[config.mk]
export PLATFORM = sky130hd
export DESIGN_NAME = rsvp_collector
export DESIGN_NICKNAME = d
export VERILOG_FILES = /design/src/rtl/rsvp_collector.sv
export SDC_FILE = /design/constraint.sdc
export NUM_CORES = 1
export LEC_CHECK = 0
export ABC_AREA = 1
export ABC_CLOCK_PERIOD_IN_PS = 4000
export BUFFER_PORTS_ARGS = -buffer_cell sky130_fd_sc_hd__buf_4
export CORE_ASPECT_RATIO = 2
export CORE_MARGIN = 1
export CORE_UTILIZATION = 40
export CTS_BUF_LIST = sky130_fd_sc_hd__clkbuf_4 sky130_fd_sc_hd__clkbuf_8 sky130_fd_sc_hd__clkbuf_16
export CTS_CLUSTER_SIZE = 28
export DETAILED_ROUTE_END_ITERATION = 6
export GPL_TIMING_DRIVEN = 0
export HOLD_SLACK_MARGIN = 0.05
export SKIP_CTS_REPAIR_TIMING = 1
export SKIP_LAST_GASP = 1
export SYNTH_ARGS = -nofsm -noshare
export SYNTH_HDL_FRONTEND = slang
export SYNTH_SLANG_ARGS = --single-unit
export TNS_END_PERCENT = 1
[constraint.sdc]
create_clock -name clk -period 4 [get_ports clk]
set_clock_uncertainty 0.1 [all_clocks]
set_input_delay 0.4 -clock clk [delete_from_list [all_inputs] [get_ports clk]]
set_output_delay 0.4 -clock clk [all_outputs]
set_load 0.01 [all_outputs]
[src/rtl/rsvp_collector.sv]
// RSVP collector: gathers H1/H2/B1/B2 attendance over a fixed window, then registers P=(H1|H2)&(B1|B2).
// Optional RSVP_EARLY_CLOSE_EN: leave the window as soon as the registered flags already satisfy P.
module rsvp_collector #(
  parameter int WINDOW = 16
) (
  input  logic       clk,
  input  logic       rst_n,
  input  logic       start,
  input  logic       msg_valid,
  output logic       msg_ready,
  input  logic [1:0] msg_id,
  input  logic       msg_attend,
  output logic       h1,
  output logic       h2,
  output logic       b1,
  output logic       b2,
  output logic [3:0] count,
  output logic       p,
  output logic       done,
  output logic       busy
);

  typedef enum logic [1:0] {S_IDLE, S_COLLECT, S_DECIDE, S_DONE} state_t;

  localparam logic [7:0] WIN_LOAD = 8'(WINDOW - 1);

  state_t     state_reg, state_next;
  logic [7:0] win_cnt_reg;
  logic [3:0] flags_reg;
  logic [3:0] count_reg;
  logic       p_reg;
  logic       accept, load, decision, close;

  assign accept   = (state_reg == S_COLLECT) && msg_valid;
  assign load     = start && ((state_reg == S_IDLE) || (state_reg == S_DONE));
  assign decision = (flags_reg[0] | flags_reg[1]) & (flags_reg[2] | flags_reg[3]);

`ifdef RSVP_EARLY_CLOSE_EN
  assign close = (win_cnt_reg == 8'd0) || decision;
`else
  assign close = (win_cnt_reg == 8'd0);
`endif

  always_ff @(posedge clk or negedge rst_n) begin
    if (!rst_n) state_reg <= S_IDLE;
    else        state_reg <= state_next;
  end

  always_comb begin
    state_next = state_reg;
    case (state_reg)
      S_IDLE, S_DONE: if (start) state_next = S_COLLECT;
      S_COLLECT:      if (close) state_next = S_DECIDE;
      S_DECIDE:       state_next = S_DONE;
      default:        state_next = S_IDLE;
    endcase
  end

  always_ff @(posedge clk or negedge rst_n) begin
    if (!rst_n)                                                 win_cnt_reg <= 8'd0;
    else if (load)                                              win_cnt_reg <= WIN_LOAD;
    else if ((state_reg == S_COLLECT) && (win_cnt_reg != 8'd0)) win_cnt_reg <= win_cnt_reg - 8'd1;
  end

  // One register per flag; a later acceptance to the same id simply overwrites.
  generate
    for (genvar gi = 0; gi < 4; gi++) begin : g_flag
      always_ff @(posedge clk or negedge rst_n) begin
        if (!rst_n)                             flags_reg[gi] <= 1'b0;
        else if (load)                          flags_reg[gi] <= 1'b0;
        else if (accept && (msg_id == 2'(gi)))  flags_reg[gi] <= msg_attend;
      end
    end
  endgenerate

  always_ff @(posedge clk or negedge rst_n) begin
    if (!rst_n)                             count_reg <= 4'd0;
    else if (load)                          count_reg <= 4'd0;
    else if (accept && (count_reg != 4'hF)) count_reg <= count_reg + 4'd1;
  end

  always_ff @(posedge clk or negedge rst_n) begin
    if (!rst_n)                       p_reg <= 1'b0;
    else if (load)                    p_reg <= 1'b0;
    else if (state_reg == S_DECIDE)   p_reg <= decision;
  end

  assign msg_ready = (state_reg == S_COLLECT);
  assign busy      = (state_reg == S_COLLECT) || (state_reg == S_DECIDE);
  assign done      = (state_reg == S_DONE);
  assign h1        = flags_reg[0];
  assign h2        = flags_reg[1];
  assign b1        = flags_reg[2];
  assign b2        = flags_reg[3];
  assign count     = count_reg;
  assign p         = p_reg;

endmodule

### Yosys cells after proc, flatten, opt, wreduce, memory -nomap -nowiden

Index checks and enable logic that the tools add are counted.

| cells by class | value |
|---|---|
| $add $sub $neg | 2 |
| eq/ne operators | 9 |
| mux-type cells | 17 |
| bitwise operators | 3 |
| reduce and logical (&&, ||, !) cells | 23 |

Operators with widths:

| operator | count |
|---|---|
| $mux 8 | 2 |
| $reduce_bool 2->1 | 7 |
| $mux 1 | 10 |
| $eq 2x2->1 const B | 4 |
| $logic_and 1x1->1 | 8 |
| $logic_not 8->1 | 1 |
| $mux 4 | 2 |
| $reduce_bool 8->1 | 1 |
| $sub 8x1->8 const B | 1 |
| $pmux 2 s3 | 1 |
| $add 4x1->4 const B | 1 |
| $eq 2x1->1 const B | 2 |
| $logic_not 2->1 | 2 |
| $mux 2 | 2 |
| $ne 4x4->1 const B | 1 |
| $logic_or 1x1->1 | 2 |
| $ne 2x1->1 const B | 1 |
| $ne 2x2->1 const B | 1 |
| $or 1x1->1 | 2 |
| $reduce_and 2->1 | 1 |
| $reduce_or 2->1 | 1 |
| $and 1x1->1 | 1 |

| word-level totals | value |
|---|---|
| register bits | 19 |
| bits of input ports | 7 |
| output and inout port bits | 12 |
| word-level logic and storage cells | 62 |

### Depth between registers and ports, before layout

| depth | value |
|---|---|
| word-level depth | 5 |
| depth in mapped cells | 9 |
| mapped depth without buffers | 9 |

### Least setup slack after synthesis

No wires, ideal clock.

| timing | value |
|---|---|
| path type | reg2reg |
| from | register state_reg[1] |
| to | register count_reg[2], in the netlist count[2] |
| library setup time | 0.123 ns |
| arrival time | 1.326 ns |
| data required time | 3.777 ns |
| slack | 2.451 ns |
| cell stages (with the launch flop) | 10 |
| buffers on the path | 0 |
| period minus slack after synthesis | 1.549 ns |
| cell sequence | dfrtp_1 > inv_1 > ha_1 > nand2_1 > inv_1 > nand2_1 > inv_1 > nand2_1 > o21ai_0 > a21oi_1 |

| on the way | value |
|---|---|
| cells in the longest elaborated chain, start to end | 4 |
| elaborated cells on any way between the ends | 9 |
| those cells by class | eq/ne (2); mux (1); reduce/logical (6) |

Ends and longest elaborated chain:

| what | RTL line | RTL |
|---|---|---|
| start: declaration | 27 | `state_t state_reg, state_next;` |
| start signal: assignment | 46 | `else state_reg <= state_next;` |
| $eq 2x1->1 | - |  |
| via msg_ready | 10 | `output logic msg_ready,` |
| $logic_and 1x1->1 | 34 | `assign accept = (state_reg == S_COLLECT) && msg_valid;` |
| $logic_and 1x1->1 | 79 | `else if (accept && (count_reg != 4'hF)) count_reg <= count_reg + 4'd1;` |
| $reduce_bool 2->1 (no source line) | - |  |
| end signal: assignment | 79 |  |
| end: declaration | 30 | `logic [3:0] count_reg;` |

The timed path passes the listed nets, and every way through them passes these cells.
A chain may end at the register's enable or synchronous reset.

### Worst setup path in the final report

| timing | value |
|---|---|
| from | register state_reg[0] |
| to | output port busy |

| on the way | value |
|---|---|
| cells in the longest elaborated chain, start to end | 2 |
| elaborated cells on any way between the ends | 3 |
| those cells by class | eq/ne (2); reduce/logical (1) |

Ends and longest elaborated chain:

| what | RTL line | RTL |
|---|---|---|
| $eq 2x1->1 / $eq 2x2->1 (equally long branches) | 89 | `assign busy = (state_reg == S_COLLECT) \|\| (state_reg == S_DECIDE);` |
| $logic_or 1x1->1 * | 89 |  |
| end: declaration | 20 | `output logic busy` |

Mark *: on every way between the ends. The rest lies on a longest branch, timed or not.

==> results by group <==
GRT
  – GRT Overall Usage: 0.1928
  – Number of global-route vias before repair: 994
  – Largest net degree at the start of global routing: 20
  – Wire length of the first global-routing pass: 4133 µm
  – Antenna violations before repair: 0
  – Grt total ovfl: 0

Detailed routing
  – Wire length per cell: 11.97 µm
  – Wirelength, routed: 2358 µm
  – DRC: 0
  – ANT nets after route: 0
  – Initial drt markers: 10
  – Avg Vias per Cell: 4.909
  – Via count: 967
  – Initial DRT Pass Iterations: 4

Power and ir drop
  – VDD IR max: 0.0005107 V
  – Pint: 576.4 µW
  – Sw Share: 0.4628
  – Pwr dens: 803.8 nW/µm²
  – Gate power share: 0.540
  – Flop pwr share: 0.331
  – Leakage power total: 0.7641 nW
  – Sw Pwr: 496.6 µW
  – Clk pwr share: 0.129

Worst setup path
  – Most used cell, CP: inv_1
  – CP Data Required Time: 3.50 ns
  – Reg-to-Reg End: h1$_DFFE_PN0P_
  – WP buf/inv: 3
  – Reg2reg path depth: 7
  – Worst Path Max Fanout: 5
  – Critical Path, Cell by Cell: inv_1 > ha_1 > inv_1 > buf_4
  – Slowest CP cell: dfrtp_1
  – CP startpoint kind: flip-flop
  – Top delay family on crit path: flip-flops
  – Critical Path Stages: 4
  – Crit end category: primary output
  – Max incr delay on CP: 0.43 ns
  – Reg2reg start: state_reg[0]$_DFFE_PN0P_
  – Critical path class: reg2out
  – Worst R2R Setup Slack: 2.24 ns
  – CP Capture Point: busy
  – Worst Setup SP: state_reg[0]$_DFFE_PN0P_
  – Arrival time worst endpoint: 1.29 ns

Yosys
  – Largest family of logic cells by synthesized area: simple AND/OR/NAND/NOR gates
  – Mux cell area share after synthesis: 0
  – Sequential-to-total area share from yosys stat: 0.4289
  – Yosys top cell by area: dfrtp_1
  – Share of the synthesized area in the top cell type: 0.4289
  – Compound-cell area share of the yosys netlist: 0.09707
  – Synth Area in Simple Gates: 0.2822
  – Post-Syn Nets: 160
  – Gate Count Post-Synth: 146
  – Warnings from Yosys: 0
  – Number of distinct library cells after synthesis: 22
  – Post-Syn Area: 1109 µm²
  – Area contributors post-synth: dfrtp_1, nand2_1, inv_1
  – XOR/XNOR share of the synthesized area: 0.02370
  – #FFs+latches synth: 19
  – Syn Area/Cell: 7.593 µm²
  – Adder-cell share of the synthesized area: 0.07901

Floorplan
  – Num ports: 19
  – DIE HEIGHT: 76.45 µm
  – Core Region: 2603 µm²
  – Die ar.: 2999 µm²
  – Starting density of the core: 0.4260
  – # rows: 26
  – Die W: 39.23 µm

CTS
  – H-Tree Depth: 1
  – CTS tree: built
  – Worst skew pair latency: 0.26 ns
  – CTS sink count: 19
  – Reg clk slew, reported paths: 0.08 ns
  – Root Buffer: clkbuf_8
  – Max Buffers Root-to-Sink: 2
  – Cts bufs inserted: 3

Timing
  – Setup_tns: 0 ns
  – RSZ-0062 raised after global routing: no
  – Final Cycle Share: 0.4482
  – Least-Margin Pin Slew: 0.3740 ns
  – Max Fclk: 557.8 MHz
  – Post-route minimum period: 1.793 ns
  – Pins Over Slew Limit: 0
  – Hold Vio Cnt, Final: 0
  – Max transition margin: 0.7498
  – Final-report setup violation count: 0

Final layout
  – Most common cell after layout, fill and taps aside: nand2_1
  – NumNets Final: 184
  – Layout cell share with drive strength beyond 1: 0.1716
  – Largest register FFs: 8
  – Leading cell types in the layout, fill and taps excluded: nand2_1, inv_1, dfrtp_1
  – Fill cells: 264
  – Post-route cell area: 1335 µm²
  – Antenna Cells: 0
  – Syn-to-layout area delta: 20.43%

Placed design
  – Area after DPL: 1279 µm²
  – Routability congestion estimate: 0.7089
  – # port buffers: 18
  – DP HPWL: 1842 µm

Min path
  – HP Class: in2reg

Outcome
  – Status: finished clean

Job
  – Max Cap Viol: 0
tightest hold or removal path, delay by kind of cell:
family	cells	cell delay, ns
and+or+nand+nor	1	0.07
buffers and inverters	1	0.09
AOI/OAI and AO/OA	1	0.07
cells by family (layout without fill, tap and decap cells):
kind of cell             Yosys count  in the layout
flip-flops                        19             19
adder cells (fa/ha/maj)            7              7
AO/OA/AOI/OAI                     18             18
XOR/XNOR                           3              3
buffers and inverters             26             49
AND/OR/NAND/NOR                   73             73
layer usage:
layer  track usage  vias to the layer above  share of wire
met5             0                        -              0
met4       0.08966                        0          0.018
met3       0.01749                        4          0.022
met2        0.3217                       17           0.54
met1        0.2333                      445           0.42
li1              -                      501              -
how the worst min path moves through the flow:
stage,from,end,slack [ns],cells past startpoint
detailed placement,rst_n,win_cnt_reg[0]$_DFFE_PN0P_,0.19,1
floorplan,rst_n,b1$_DFFE_PN0P_,0.004,0
finish,start,state_reg[0]$_DFFE_PN0P_,0.31,3
CTS,rst_n,win_cnt_reg[0]$_DFFE_PN0P_,-0.09,1
global route,start,state_reg[0]$_DFFE_PN0P_,0.34,3
global placement,rst_n,win_cnt_reg[0]$_DFFE_PN0P_,0.19,1
Yosys cell counts (all sizes together):
cell type / instances
xnor2: 1
nand3: 13
buf: 1
or2: 1
o211ai: 1
ha: 7
dfrtp: 19
nand4: 3
nor2: 14
o22ai: 1
a21oi: 2
o21ai: 13
nand2: 42
xor2: 2
a211oi: 1
inv: 25
cell type report:
type / instances / area, µm² / share of cell area
multi-input cells: 101 / 534.3 / 0.4002
inverters: 25 / 93.84 / 0.07029
plain buffers: 1 / 5.005 / 0.003749
well taps: 28 / 35.03 / 0.02624
clock buffers: 3 / 41.29 / 0.03093
repair buffers: 19 / 145.1 / 0.1087
flip-flops and latches: 19 / 475.5 / 0.3561
clock inverters: 1 / 5.005 / 0.003749
per-stage QoR:
stage	worst slack [ns]	power, mW	hold slack (ns)	utilization	cells
2_1_floorplan	2.451	0.7534	0.004409	-	146
3_3_place_gp	2.262	0.9248	0.1928	0.4913	192
3_5_place_dp	2.231	0.9442	0.1920	0.4913	192
4_1_cts	2.204	1.084	-0.09021	0.5091	196
5_1_grt	2.051	1.185	0.3395	0.5130	197
6_report	2.207	1.073	0.3052	0.5130	197
power groups by stage:
stage | Sequential (mW) | Clock (mW) | Combinational (mW)
global placement | 0.355 | 0 | 0.570
global route | 0.367 | 0.148 | 0.669
CTS | 0.356 | 0.141 | 0.588
finish | 0.355 | 0.138 | 0.580
floorplan | 0.354 | 0 | 0.399
detailed placement | 0.358 | 0 | 0.586
Note: power is estimated with default switching activity, not from simulation.
